`src/rtl/upcc_pkg.sv`:
```
// Shared types and constants for the upcc control stage.
// Latency: n/a (types, constants and a pure decode function only).
// Backpressure: n/a.
package upcc_pkg;

    localparam int STATE_W = 3;

    typedef logic [STATE_W-1:0] state_t;

    // Debouncer phases: waiting, qualifying a press, accepted, qualifying a release.
    typedef enum logic [1:0] {
        IDLE    = 2'd0,
        PRESS   = 2'd1,
        HELD    = 2'd2,
        RELEASE = 2'd3
    } db_state_e;

    // Active-low gfedcba patterns for digits 0..7.
    localparam logic [6:0] SEG_PAT [0:7] = '{
        7'b1000000, 7'b1111001, 7'b0100100, 7'b0110000,
        7'b0011001, 7'b0010010, 7'b0000010, 7'b1111000
    };

    function automatic logic [6:0] seg_of(input state_t s);
        return SEG_PAT[s];
    endfunction

endpackage

```
`src/rtl/upcc_ctrl_if.sv`:
```
// Link between the control stage and the combinational next-state block.
// Latency: wires only; outputs of the master side are registered in the control stage.
// Backpressure: none, the next-state block must answer combinationally.
interface upcc_ctrl_if;
    import upcc_pkg::*;

    state_t     inpe;     // next state proposed by the next-state block
    state_t     outea;    // current state
    logic       outup;    // count direction, 1 = up
    logic       outtick;  // first cycle of a new state
    logic [6:0] outseg;   // active-low 7-segment image of outea

    modport master (input inpe, output outea, outup, outtick, outseg);
    modport slave  (output inpe, input outea, outup, outtick, outseg);

endinterface

```
`src/rtl/upcc_debounce.sv`:
```
// Button conditioner: 2-flop synchronizer plus press/release qualifier (UPCC_CTRL_DEBOUNCE_EN), else plain edge detect.
// Latency: raw edge to rise pulse 2+DEB_CYCLES cycles with the qualifier, 3 cycles without it.
// Backpressure: none; rise is a single-cycle pulse that is never held off.
module upcc_debounce
    import upcc_pkg::*;
#(
    parameter int DEB_CYCLES = 16
) (
    input  logic inclk,
    input  logic inrst_n,
    input  logic raw,
    output logic level,
    output logic rise
);

    logic [1:0] sync_q;
    logic       sync;

    // Two-stage synchronizer for the asynchronous button input.
    always_ff @(posedge inclk or negedge inrst_n) begin
        if (!inrst_n) sync_q <= 2'b00;
        else          sync_q <= {sync_q[0], raw};
    end

    assign sync = sync_q[1];

`ifdef UPCC_CTRL_DEBOUNCE_EN

    localparam int CNT_W = (DEB_CYCLES > 1) ? $clog2(DEB_CYCLES) : 1;
    localparam logic [CNT_W-1:0] CNT_LAST = CNT_W'(DEB_CYCLES - 1);

    db_state_e        st_q, st_d;
    logic [CNT_W-1:0] cnt_q, cnt_d;

    // Qualifier state and stability counter.
    always_ff @(posedge inclk or negedge inrst_n) begin
        if (!inrst_n) begin
            st_q  <= IDLE;
            cnt_q <= '0;
        end else begin
            st_q  <= st_d;
            cnt_q <= cnt_d;
        end
    end

    // Next-state: a level is accepted only after it has been steady for the full window.
    always_comb begin
        st_d  = st_q;
        cnt_d = cnt_q;
        rise  = 1'b0;
        case (st_q)
            IDLE: begin
                if (sync) begin
                    st_d  = PRESS;
                    cnt_d = '0;
                end
            end
            PRESS: begin
                if (!sync) begin
                    st_d = IDLE;
                end else if (cnt_q == CNT_LAST) begin
                    st_d = HELD;
                    rise = 1'b1;
                end else begin
                    cnt_d = cnt_q + 1'b1;
                end
            end
            HELD: begin
                if (!sync) begin
                    st_d  = RELEASE;
                    cnt_d = '0;
                end
            end
            RELEASE: begin
                if (sync) begin
                    st_d = HELD;
                end else if (cnt_q == CNT_LAST) begin
                    st_d = IDLE;
                end else begin
                    cnt_d = cnt_q + 1'b1;
                end
            end
            default: st_d = IDLE;
        endcase
    end

    assign level = (st_q == HELD) || (st_q == RELEASE);

`else

    // Window length has no meaning without the qualifier.
    logic unused_deb_cycles;
    assign unused_deb_cycles = (DEB_CYCLES != 0);

    logic sync_d;
    logic rise_q;

    // Registered rising-edge detect on the synchronized level.
    always_ff @(posedge inclk or negedge inrst_n) begin
        if (!inrst_n) begin
            sync_d <= 1'b0;
            rise_q <= 1'b0;
        end else begin
            sync_d <= sync;
            rise_q <= sync & ~sync_d;
        end
    end

    assign level = sync;
    assign rise  = rise_q;

`endif

endmodule

```
`src/rtl/upcc_ctrl.sv`:
```
// upcc control stage: state register, step/auto advance, direction and 7-seg decode; option macro UPCC_CTRL_DEBOUNCE_EN.
// Latency: rise pulse or auto tick to new outea/outtick/outseg 1 cycle; load 1 cycle.
// Backpressure: none; the next-state block is sampled combinationally on every advance.
module upcc_ctrl
    import upcc_pkg::*;
#(
    parameter int     DEB_CYCLES  = 16,
    parameter int     PRESCALE    = 50,
    parameter state_t RESET_STATE = 3'b000
) (
    input  logic        inclk,
    input  logic        inrst_n,
    input  logic        instep,
    input  logic        inup_btn,
    input  logic        inauto,
    input  logic        inload,
    input  state_t      inload_val,
    upcc_ctrl_if.master nsl
);

    localparam int PS_W = (PRESCALE > 1) ? $clog2(PRESCALE) : 1;
    localparam logic [PS_W-1:0] PS_LAST = PS_W'(PRESCALE - 1);

    logic            step_rise;
    logic            unused_step_level;
    logic            up_level;
    logic            unused_up_rise;
    logic [PS_W-1:0] ps_q;
    logic            auto_tick;
    logic            adv;
    state_t          ea_q;
    state_t          ea_nxt;
    logic            up_q;
    logic            tick_q;
    logic [6:0]      seg_q;

    upcc_debounce #(.DEB_CYCLES(DEB_CYCLES)) u_step_db (
        .inclk   (inclk),
        .inrst_n (inrst_n),
        .raw     (instep),
        .level   (unused_step_level),
        .rise    (step_rise)
    );

    upcc_debounce #(.DEB_CYCLES(DEB_CYCLES)) u_up_db (
        .inclk   (inclk),
        .inrst_n (inrst_n),
        .raw     (inup_btn),
        .level   (up_level),
        .rise    (unused_up_rise)
    );

    // A manual step and an auto tick in the same cycle merge into a single advance.
    assign auto_tick = inauto && (ps_q == PS_LAST);
    assign adv       = step_rise || auto_tick;

    // Prescaler restarts on any state change so auto-run spacing is measured from the last update.
    always_ff @(posedge inclk or negedge inrst_n) begin
        if (!inrst_n)                      ps_q <= '0;
        else if (inload || adv || !inauto) ps_q <= '0;
        else                               ps_q <= ps_q + 1'b1;
    end

    // Load beats advance; an advance takes the next-state block's answer.
    always_comb begin
        ea_nxt = ea_q;
        if (inload)   ea_nxt = inload_val;
        else if (adv) ea_nxt = nsl.inpe;
    end

    // State, tick and display registers; direction only moves when inpe is not being captured.
    always_ff @(posedge inclk or negedge inrst_n) begin
        if (!inrst_n) begin
            ea_q   <= RESET_STATE;
            up_q   <= 1'b1;
            tick_q <= 1'b0;
            seg_q  <= seg_of(RESET_STATE);
        end else begin
            ea_q   <= ea_nxt;
            tick_q <= inload || adv;
            seg_q  <= seg_of(ea_nxt);
            if (!adv && !inload) up_q <= up_level;
        end
    end

    assign nsl.outea   = ea_q;
    assign nsl.outup   = up_q;
    assign nsl.outtick = tick_q;
    assign nsl.outseg  = seg_q;

endmodule
```
`src/flat_wrapper.sv`:
```
// flat-port wrapper written by rule: the top's interface ports become plain ports
module upcc_ctrl_flat import upcc_pkg::*;
#(
    parameter int     DEB_CYCLES  = 16,
    parameter int     PRESCALE    = 50,
    parameter state_t RESET_STATE = 3'b000
)
  (inclk, inrst_n, instep, inup_btn, inauto, inload, inload_val, nsl_inpe, nsl_outea, nsl_outup, nsl_outtick, nsl_outseg);
  upcc_ctrl_if nsl_i ();
  input  logic inclk;
  input  logic inrst_n;
  input  logic instep;
  input  logic inup_btn;
  input  logic inauto;
  input  logic inload;
  input  state_t inload_val;
  input wire logic [$bits(nsl_i.inpe)-1:0] nsl_inpe;
  output wire logic [$bits(nsl_i.outea)-1:0] nsl_outea;
  output wire logic [$bits(nsl_i.outup)-1:0] nsl_outup;
  output wire logic [$bits(nsl_i.outtick)-1:0] nsl_outtick;
  output wire logic [$bits(nsl_i.outseg)-1:0] nsl_outseg;
  assign nsl_i.inpe = nsl_inpe;
  assign nsl_outea = nsl_i.outea;
  assign nsl_outup = nsl_i.outup;
  assign nsl_outtick = nsl_i.outtick;
  assign nsl_outseg = nsl_i.outseg;
  upcc_ctrl #(.DEB_CYCLES(DEB_CYCLES), .PRESCALE(PRESCALE), .RESET_STATE(RESET_STATE)) u_core (.inclk(inclk), .inrst_n(inrst_n), .instep(instep), .inup_btn(inup_btn), .inauto(inauto), .inload(inload), .inload_val(inload_val), .nsl(nsl_i));
endmodule
```
`config.mk`:
```
export PLATFORM = sky130hd
export DESIGN_NAME = upcc_ctrl_flat
export DESIGN_NICKNAME = d
export VERILOG_FILES = /design/src/rtl/upcc_pkg.sv /design/src/rtl/upcc_ctrl_if.sv /design/src/rtl/upcc_debounce.sv /design/src/rtl/upcc_ctrl.sv /design/src/flat_wrapper.sv
export SDC_FILE = /design/constraint.sdc
export NUM_CORES = 1
export LEC_CHECK = 0
export ABC_AREA = 1
export BUFFER_PORTS_ARGS = -buffer_cell sky130_fd_sc_hd__clkbuf_2
export CAP_MARGIN = 5
export CORE_UTILIZATION = 38
export CTS_CLUSTER_DIAMETER = 200
export CTS_CLUSTER_SIZE = 25
export DETAILED_ROUTE_END_ITERATION = 16
export SKIP_LAST_GASP = 1
export SYNTH_ARGS = -nofsm -noshare
export SYNTH_HDL_FRONTEND = slang
export SYNTH_SLANG_ARGS = --single-unit
```
`constraint.sdc`:
```
create_clock -name inclk -period 3.6 [get_ports inclk]
set_input_delay 0.54 -clock inclk [delete_from_list [all_inputs] [get_ports inclk]]
set_output_delay 0.54 -clock inclk [all_outputs]
set_load 0.02 [all_outputs]
```
== Yosys cells after proc, flatten, opt, wreduce, memory -nomap -nowiden ==
Memory sizes are Yosys's and may differ from the RTL's. A register that Yosys moved wholly into a read port is not among the register bits.
Cells that the tools add are included.

* Memories: 1
* Input port bits: 12
* Flip-flop bits (word level): 17
* Bits in read-only memories: 56
* Output and inout bits: 12
* Logic and storage cells: 26

* Eq/ne operators: 1
* Reduce and logical (&&, ||, !) cells: 9
* $add $sub $neg: 1
* Bitwise operators: 3
* Mux-type cells: 3

{| class="wikitable"
|+ Memory list
! name !! depth !! bits a word !! read ports !! clocked after Yosys merged registers in !! wr ports !! RTL line !! text
|-
| (name not given) || 8 || 7 || 1 || 1 || 0 || upcc_pkg.sv:25 || <nowiki>return SEG_PAT[s];</nowiki>
|}

{| class="wikitable"
|+ Operators by type and width
! kind !! count
|-
| 6-bit by 1-bit adder with 6-bit output (second input constant) || 1
|-
| 6-bit equality test (second input constant) || 1
|-
| 3-bit two-way mux || 2
|-
| 6-bit two-way mux || 1
|-
| 1-bit logical NOT || 4
|-
| 3-bit inverter with 4-bit output || 1
|-
| 1-bit logical OR || 3
|-
| 1-bit logical AND || 2
|-
| 1-bit bitwise AND || 1
|-
| 1-bit inverter || 1
|}

== Longest topological paths before layout ==
Gate-level depths: netlist of run 1.

* Word-level depth: 6
* Mapped depth: 13
* Gate-level depth less buffers: 13

== Cells and area by module ==
A second synthesis of run 1 with hierarchy kept.

* Cells, all modules: 108
* Area total of the unflattened synthesis: 1106.1 µm²

{| class="wikitable"
|+ Modules (own cells, without submodules)
! module !! seq. area each (µm²) !! times used !! cells each !! area an instance (µm²)
|-
| upcc_ctrl || 452.9 || 1 || 96 || 885.8
|-
| upcc_debounce || 100.1 || 2 || 6 || 110.1
|}

== Worst setup path after synthesis of run 1 ==
OpenSTA, ideal clock, no wires.

* Path type: register to register
* From: reg u_core.ps_q[0]
* To: reg u_core.seg_q[3], in the netlist u_core.nsl.outseg[3]
* Required time: 3481 ps
* Arrival time: 1538 ps
* Path buffers: 0
* Library setup time: 119 ps
* Cell stages (with the launch flop): 13
* Setup slack: 1943 ps
* Clock period less this slack: 1657 ps
* Cells stage by stage: dfrtp_1 -> ha_1 -> nand2_1 -> inv_1 -> nand3_2 -> nand2_4 -> nand2_1 -> nand3_1 -> nand2_2 -> inv_1 -> ha_1 -> nand2_1 -> nand2_1

* Longest elaborated chain between the ends: 6

{| class="wikitable"
|+ Ends and longest elaborated chain
! element !! RTL line !! text
|-
| start: declaration || upcc_ctrl.sv:28 || <nowiki>logic [PS_W-1:0] ps_q;</nowiki>
|-
| start signal: assignment || upcc_ctrl.sv:61 || <nowiki>else ps_q <= ps_q + 1'b1;</nowiki>
|-
| 6-bit equality test || upcc_ctrl.sv:54 || <nowiki>assign auto_tick = inauto && (ps_q == PS_LAST);</nowiki>
|-
| 1-bit logical AND || upcc_ctrl.sv:54 ||
|-
| 1-bit logical OR || upcc_ctrl.sv:55 || <nowiki>assign adv = step_rise || auto_tick;</nowiki>
|-
| 3-bit two-way mux || upcc_ctrl.sv:68 || <nowiki>else if (adv) ea_nxt = nsl.inpe;</nowiki>
|-
| 3-bit two-way mux || upcc_ctrl.sv:67 || <nowiki>if (inload) ea_nxt = inload_val;</nowiki>
|-
| net u_core.ea_nxt[0] || upcc_ctrl.sv:32 || <nowiki>state_t ea_nxt;</nowiki>
|-
| 3-bit inverter with 4-bit output (implied by the code) || upcc_pkg.sv:25 ||
|-
| end: declaration || upcc_ctrl.sv:35 || <nowiki>logic [6:0] seg_q;</nowiki>
|}

The timed path passes the listed nets, and every way through them passes these cells.
A chain may end at the register's enable or synchronous reset.

== Final worst setup path of run 1 ==
Same ends and word-level chain as after synthesis.

==> metrics, run 1 <==
sequential area share after synthesis=0.580; dpl hpwl=1380 um; status=finished clean; cts bufs inserted=3; WL final=~1700 um; Synth cell types=18; relative slew slack=0.618; Initial Utilization=0.412; GPL Wtd Cong=0.846; RR Startpoint=u_core.ps_q[0]$_DFF_PN0_; period utilization=0.497; mux share of post-synthesis cell area=0; Leakage=0.671 nW; I/O pin count=24; area of the die=2950 sq um; # nets final=150; first-pass GRT wire length=approximately 3000 um; top cell type's share of synthesized area=0.529; vias in the first global route=approximately 710; clock sinks=24; setup TNS=0 ns; gr ovfl total=0; Die W=54.3 um; CP endpoint kind=flop; flop and latch count out of synthesis=24; post-synthesis simple-gate area fraction=0.273; share of flip-flops with an asynchronous set or reset=1.00; dominant cells by area after synthesis=dfrtp_1, nand2_1, ha_1, inv_1, nand3_1; Die Ht=54.3 um; clock share of power=0.329; Setup violations, final=0; number of enable flip-flop cells after synthesis=0; Psw=approximately 0.15 mW; power per cell area=474 nW/um^2; Cell Area, Synth=1040 sq um; Final ANT Viol Nets=0; # Max-Cap Violations=0; DR vias=732; Via density=4.52; average cell area after synthesis=9.90 sq um; Worst Hold Class=input pin to async pin; post-synthesis compound-gate area fraction=0.00963; maximum VDD drop=263 uV; Core Region=between 2000 and 3000 sq um; drt pass-1 iters=3; root buffer cell=clkbuf_4; dominant cell type by area after synthesis=dfrtp_1; RSZ-0062 raised after global routing=false; initial antenna violation count=0; Post-CTS Setup Bufs=0; Critical Path AT=2.01 ns; placed inst area=1190 sq um; maximum clock path buffer count=2; main combinational cell family by area after synthesis=simple AND/OR/NAND/NOR gates; switching share of total power=0.259; Net Count, Synth=122; Synth Area in Adders=0.0602; P&R area growth vs syn=19.7%; Hold Buf Count CTS=0; Worst setup SP type=flop; clk_lat worst skew=0.31 ns; Comb pwr share=0.163; GRT Util Overall=0.147; I/O Buffers=23; layout cells sized above 1=0.311; Post-Synthesis Cells=105; initial DRC count=5; CTS tree=built; internal power=0.437 mW; XOR/XNOR Fraction of Synth Area=0.0168; Setup Skew=0.000914 ns; post-CTS resize count=0; sequential share of power=0.508; Antenna Cells=0; crit path from=u_core.ps_q[0]$_DFF_PN0_; DRC viols=0; Rows=18; Final Cell Area=1240 sq um; required time worst endpoint=3.82 ns; Slew Viols, Final=0; largest net degree at the start of global routing=25; routed len/inst=roughly 11 um; Worst Tran Pin Value=0.573 ns; Main synth FF type=dfrtp_1; Worst-path clk slew=0.13 ns; fin crit period=1.79 ns; Synth top cells by count=dfrtp_1, nand2_1, inv_1; crit path max fanout=5; H-tree levels=1; crit path kind=flop to flop; number of synthesis warnings=0; Final Hold Vio Count=0; top-count cell post-synth=dfrtp_1; Highest Clock Rate=559 MHz
worst max-delay path, cell delays in order, from the launching register on:
cell	delay [ns]
dfrtp_1	0.44
ha_1	0.21
nand2_1	0.06
inv_1	0.04
nand3_2	0.11
nand2_4	0.09
nand2_1	0.06
nand3_1	0.08
nand2_2	0.11
inv_1	0.07
ha_1	0.30
nand2_1	0.07
nand2_1	0.05
through the flow:
stage	instances	power, mW	hold slack [ns]	util	worst slack, ns
floorplan	105	0.366	0.244	-	1.94
global placement	158	0.403	0.339	0.473	1.80
detailed placement	158	0.404	0.345	0.473	1.76
CTS	162	0.599	0.211	0.494	1.80
global route	162	0.619	0.239	0.494	1.65
finish	162	0.590	0.191	0.494	1.81
area by class of cell:
type	instances	area, sq um
fill	237	1280
timing repair buffer	23	115
multi-input combinational	65	374
inverter	16	62.6
tap	30	37.5
clock buffer	3	22.5
clock inverter	1	30.0
sequential	24	603
power by group through the flow:
stage	combinational [mW]	clock [mW]	sequential, mW
after floorplan	0.0390	0	0.327
after global placement	0.0974	0	0.305
after detailed placement	0.0981	0	0.306
after CTS	0.0983	0.201	0.300
after global routing	0.110	0.207	0.303
final	0.0963	0.194	0.300
cells in the final DEF, fill, tap and decap left out:
cell	instances
o21ai_1	2
inv_1	15
or2_2	1
clkbuf_2	23
dfrtp_1	22
dfstp_2	2
clkbuf_4	3
nor2_2	1
nand3_1	11
ha_1	5
xor2_1	2
nor3b_1	2
nand2_2	3
nand2_1	21
inv_4	1
or2_4	1
nand2_4	2
nand3_2	2
nor2_4	1
bufinv_16	1
nor2_1	11
cells by family after synthesis:
kind of cell,count (synthesis)
DFF,24
adders and majority gates,5
xor gates and xnor gates,2
AOI/OAI and AO/OA,2
buffers and inverters,16
and+or+nand+nor,56
sequential cells by signal, summed over array words and instances, names as in the netlist:
name	cells
u_core.nsl.outea	3
u_core.nsl.outseg	7
u_core.nsl.outtick	1
u_core.nsl.outup	1
u_core.ps_q	6
u_core.u_step_db.rise	1
u_core.u_step_db.sync_d	1
u_core.u_step_db.sync_q	2
u_core.u_up_db.sync_q	2
path summary, 6_finish.rpt:
path	depth (start not counted)	slack (ns)	to
worst max-delay path	12	1.81	u_core.nsl.outseg[3]$_DFF_PN0_
worst min-delay path	1	0.19	u_core.nsl.outseg[4]$_DFF_PN0_
worst max register to register	12	1.81	u_core.nsl.outseg[3]$_DFF_PN0_
worst min register to register	0	0.37	u_core.u_step_db.sync_q[1]$_DFF_PN0_
max in group asynchronous	1	3.03	u_core.nsl.outup$_DFFE_PN1N_
min in group inclk	1	0.32	u_core.u_step_db.sync_q[0]$_DFF_PN0_
routing by layer:
| layer | vias up | global-route usage | part of all wire |
|---|---|---|---|
| met1 | 342 | 0.184 | 0.44 |
| met2 | 13 | 0.240 | 0.51 |
| met4 | 0 | 0.0769 | 0.020 |
| li1 | 373 | - | - |
| met3 | 4 | 0.0250 | 0.034 |
| met5 | - | 0 | 0 |
Power figures use the tool's default switching activity.
==> run 2, diff against run 1 <==
==> constraint.sdc (replaced) <==
create_clock -name inclk -period 1.7 [get_ports inclk]
set_input_delay 0.255 -clock inclk [delete_from_list [all_inputs] [get_ports inclk]]
set_output_delay 0.255 -clock inclk [all_outputs]
set_load 0.02 [all_outputs]
==> run 2 against run 1 <==
  * Die area unchanged
  * First-iteration DRC count grew 40%
  * Combinational power rose by 150%
  * Register-to-register slack worse by 1.7 ns
==> metrics, run 2 (synthesized netlist as in run 1, its figures left out) <==
Core Region=2520 sq um (unchanged); Setup Skew=0.00468 ns (was 0.000914 ns); Via density=4.48 (was 4.52); Leakage=0.697 nW (was 0.671 nW); root buffer cell=clkbuf_4 (unchanged); I/O Buffers=23 (unchanged); Final Hold Vio Count=0 (unchanged); initial DRC count=7 (was 5); Worst setup SP type=flop (unchanged); power per cell area=879 nW/um^2 (was 474 nW/um^2); WHS Endpoint=u_core.u_up_db.sync_q[0]$_DFF_PN0_; clock sinks=24 (unchanged); DRC viols=0 (unchanged); gr ovfl total=0 (unchanged); start point of the worst hold path=inup_btn; H-tree levels=1 (unchanged); Setup violations, final=0 (unchanged); Worst Tran Pin Value=0.597 ns (was 0.573 ns); Final ANT Viol Nets=0 (unchanged); clk_lat worst skew=0.31 ns (about the same); Die W=54.3 um (unchanged); RSZ-0062 raised after global routing=true (was false); total power=1.17 mW (was 0.590 mW); Worst Hold Class=input pin to flop (was input pin to async pin); RR Startpoint=u_core.ps_q[1]$_DFF_PN0_ (was u_core.ps_q[0]$_DFF_PN0_); I/O pin count=24 (unchanged); Worst Reg2Reg Path Length in Cells=13 (was 12); R2R Path End=u_core.nsl.outseg[3]$_DFF_PN0_ (unchanged); Rows=18 (unchanged); relative slew slack=0.602 (was 0.618); most common cell after layout, fill and taps aside=clkbuf_2 (unchanged); P&R area growth vs syn=28.5% (was 19.7%); cts bufs inserted=3 (unchanged); FF-to-FF setup slack=0.08 ns (was 1.81 ns); CTS tree=built (unchanged); layout cells sized above 1=0.438 (was 0.311); Critical Path AT=1.84 ns (was 2.01 ns); WL final=1930 um (was 1730 um); max FFs per register=7 (unchanged); required time worst endpoint=1.91 ns (was 3.82 ns); first-pass GRT wire length=3080 um (was 3020 um); vias in the first global route=702 (was 712); placed cell count=162 (was 158); maximum VDD drop=680 uV (was 263 uV); Slew Viols, Final=0 (unchanged); status=finished clean (unchanged); CP endpoint kind=flop (unchanged); GRT Util Overall=0.151 (was 0.147); largest net degree at the start of global routing=25 (unchanged); placed inst area=1220 sq um (was 1190 sq um); hold path cells=1; fin crit period=1.62 ns (was 1.79 ns); # Max-Cap Violations=0 (unchanged); Highest Clock Rate=615 MHz (was 559 MHz); drt pass-1 iters=4 (was 3); Initial Utilization=0.412 (unchanged); Worst-path clk slew=0.13 ns (about the same); Final Cell Area=1340 sq um (was 1240 sq um); Antenna Cells=0 (unchanged); most frequent cells in the layout=clkbuf_2, dfrtp_1, nand2_1 (unchanged); DR vias=748 (was 732); period utilization=0.956 (was 0.497); area of the die=2950 sq um (unchanged); # nets final=155 (was 150); crit path max fanout=5 (unchanged); routed len/inst=11.5 um (was 10.7 um); Die Ht=54.3 um (unchanged); fin cells=167 (was 162); maximum clock path buffer count=2 (unchanged); setup TNS=0 ns (unchanged); GPL Wtd Cong=0.832 (was 0.846); crit path kind=flop to flop (unchanged); dpl hpwl=1420 um (was 1380 um); initial antenna violation count=0 (unchanged); final core occ=0.530 (was 0.494)
## run 2: how the worst max path moves through the flow
stage | end | slack (ns) | cells past startpoint | start
2_1_floorplan | u_core.nsl.outseg[3]$_DFF_PN0_ | 0.04 | 12 | u_core.ps_q[0]$_DFF_PN0_
3_3_place_gp | u_core.nsl.outseg[3]$_DFF_PN0_ | 0.04 | 12 | u_core.ps_q[1]$_DFF_PN0_
3_5_place_dp | u_core.nsl.outseg[3]$_DFF_PN0_ | -0.02 | 12 | u_core.ps_q[0]$_DFF_PN0_
4_1_cts | u_core.nsl.outseg[5]$_DFF_PN0_ | -0.000006 | 12 | u_core.ps_q[1]$_DFF_PN0_
5_1_grt | u_core.nsl.outseg[3]$_DFF_PN0_ | -0.03 | 13 | u_core.ps_q[1]$_DFF_PN0_
6_report | u_core.nsl.outseg[3]$_DFF_PN0_ | 0.08 | 13 | u_core.ps_q[1]$_DFF_PN0_
## run 2: repair_timing
| item | CTS | global route |
|---|---|---|
| endpoints found under the hold margin | 22 | 0 |
| hold buffers | 1 | 0 |
| buffers inserted | 0 | 0 |
| pin swaps | 4 | 6 |
| setup endpoints to repair | 2 | 8 |
| resized for setup | 6 | 12 |
## run 2: layout make-up
class                   count  area [sq um]
multi-input cells          65           439
clock buffers               4          36.3
flip-flops and latches     24           603
repair buffers             28           155
fillers                   245          1190
inverters                  16          65.1
well taps                  30          37.5
## run 2: power by group
| group | internal, mW | total (mW) | switching (mW) | leakage, nW |
|---|---|---|---|---|
| clock network | 0.131 | 0.300 | 0.170 | 0.0210 |
| logic | 0.0867 | 0.240 | 0.153 | 0.379 |
| registers | 0.619 | 0.634 | 0.0154 | 0.297 |
| total | 0.836 | 1.17 | 0.338 | 0.697 |
## run 2: critical path, cell delays in order (launching register included)
cell	delay, ns
dfrtp_1	0.40
inv_1	0.07
ha_2	0.17
nand2_2	0.05
inv_2	0.06
nand3_4	0.11
nand2_4	0.12
nand2_2	0.06
nand3_2	0.07
nand2_4	0.07
inv_4	0.07
ha_4	0.20
nand2_2	0.05
nand2_1	0.05
## run 2: stage by stage
step,hold WS (ns),setup WS (ns)
final,0.0400,0.0752
after global placement,0.279,0.0450
after global routing,0.0146,-0.0327
after CTS,0.0298,-0.00000577
after detailed placement,0.292,-0.0225
after floorplan,-0.0406,0.0431
## run 2: routing by layer
metal	wire length (um)	vias to the layer above	GRT usage	part of all wire
met5	0	-	0	0
met4	10	0	0.0513	0.0052
met3	58	2	0.0333	0.030
met2	974	13	0.238	0.51
met1	885	349	0.202	0.46
li1	-	384	-	-
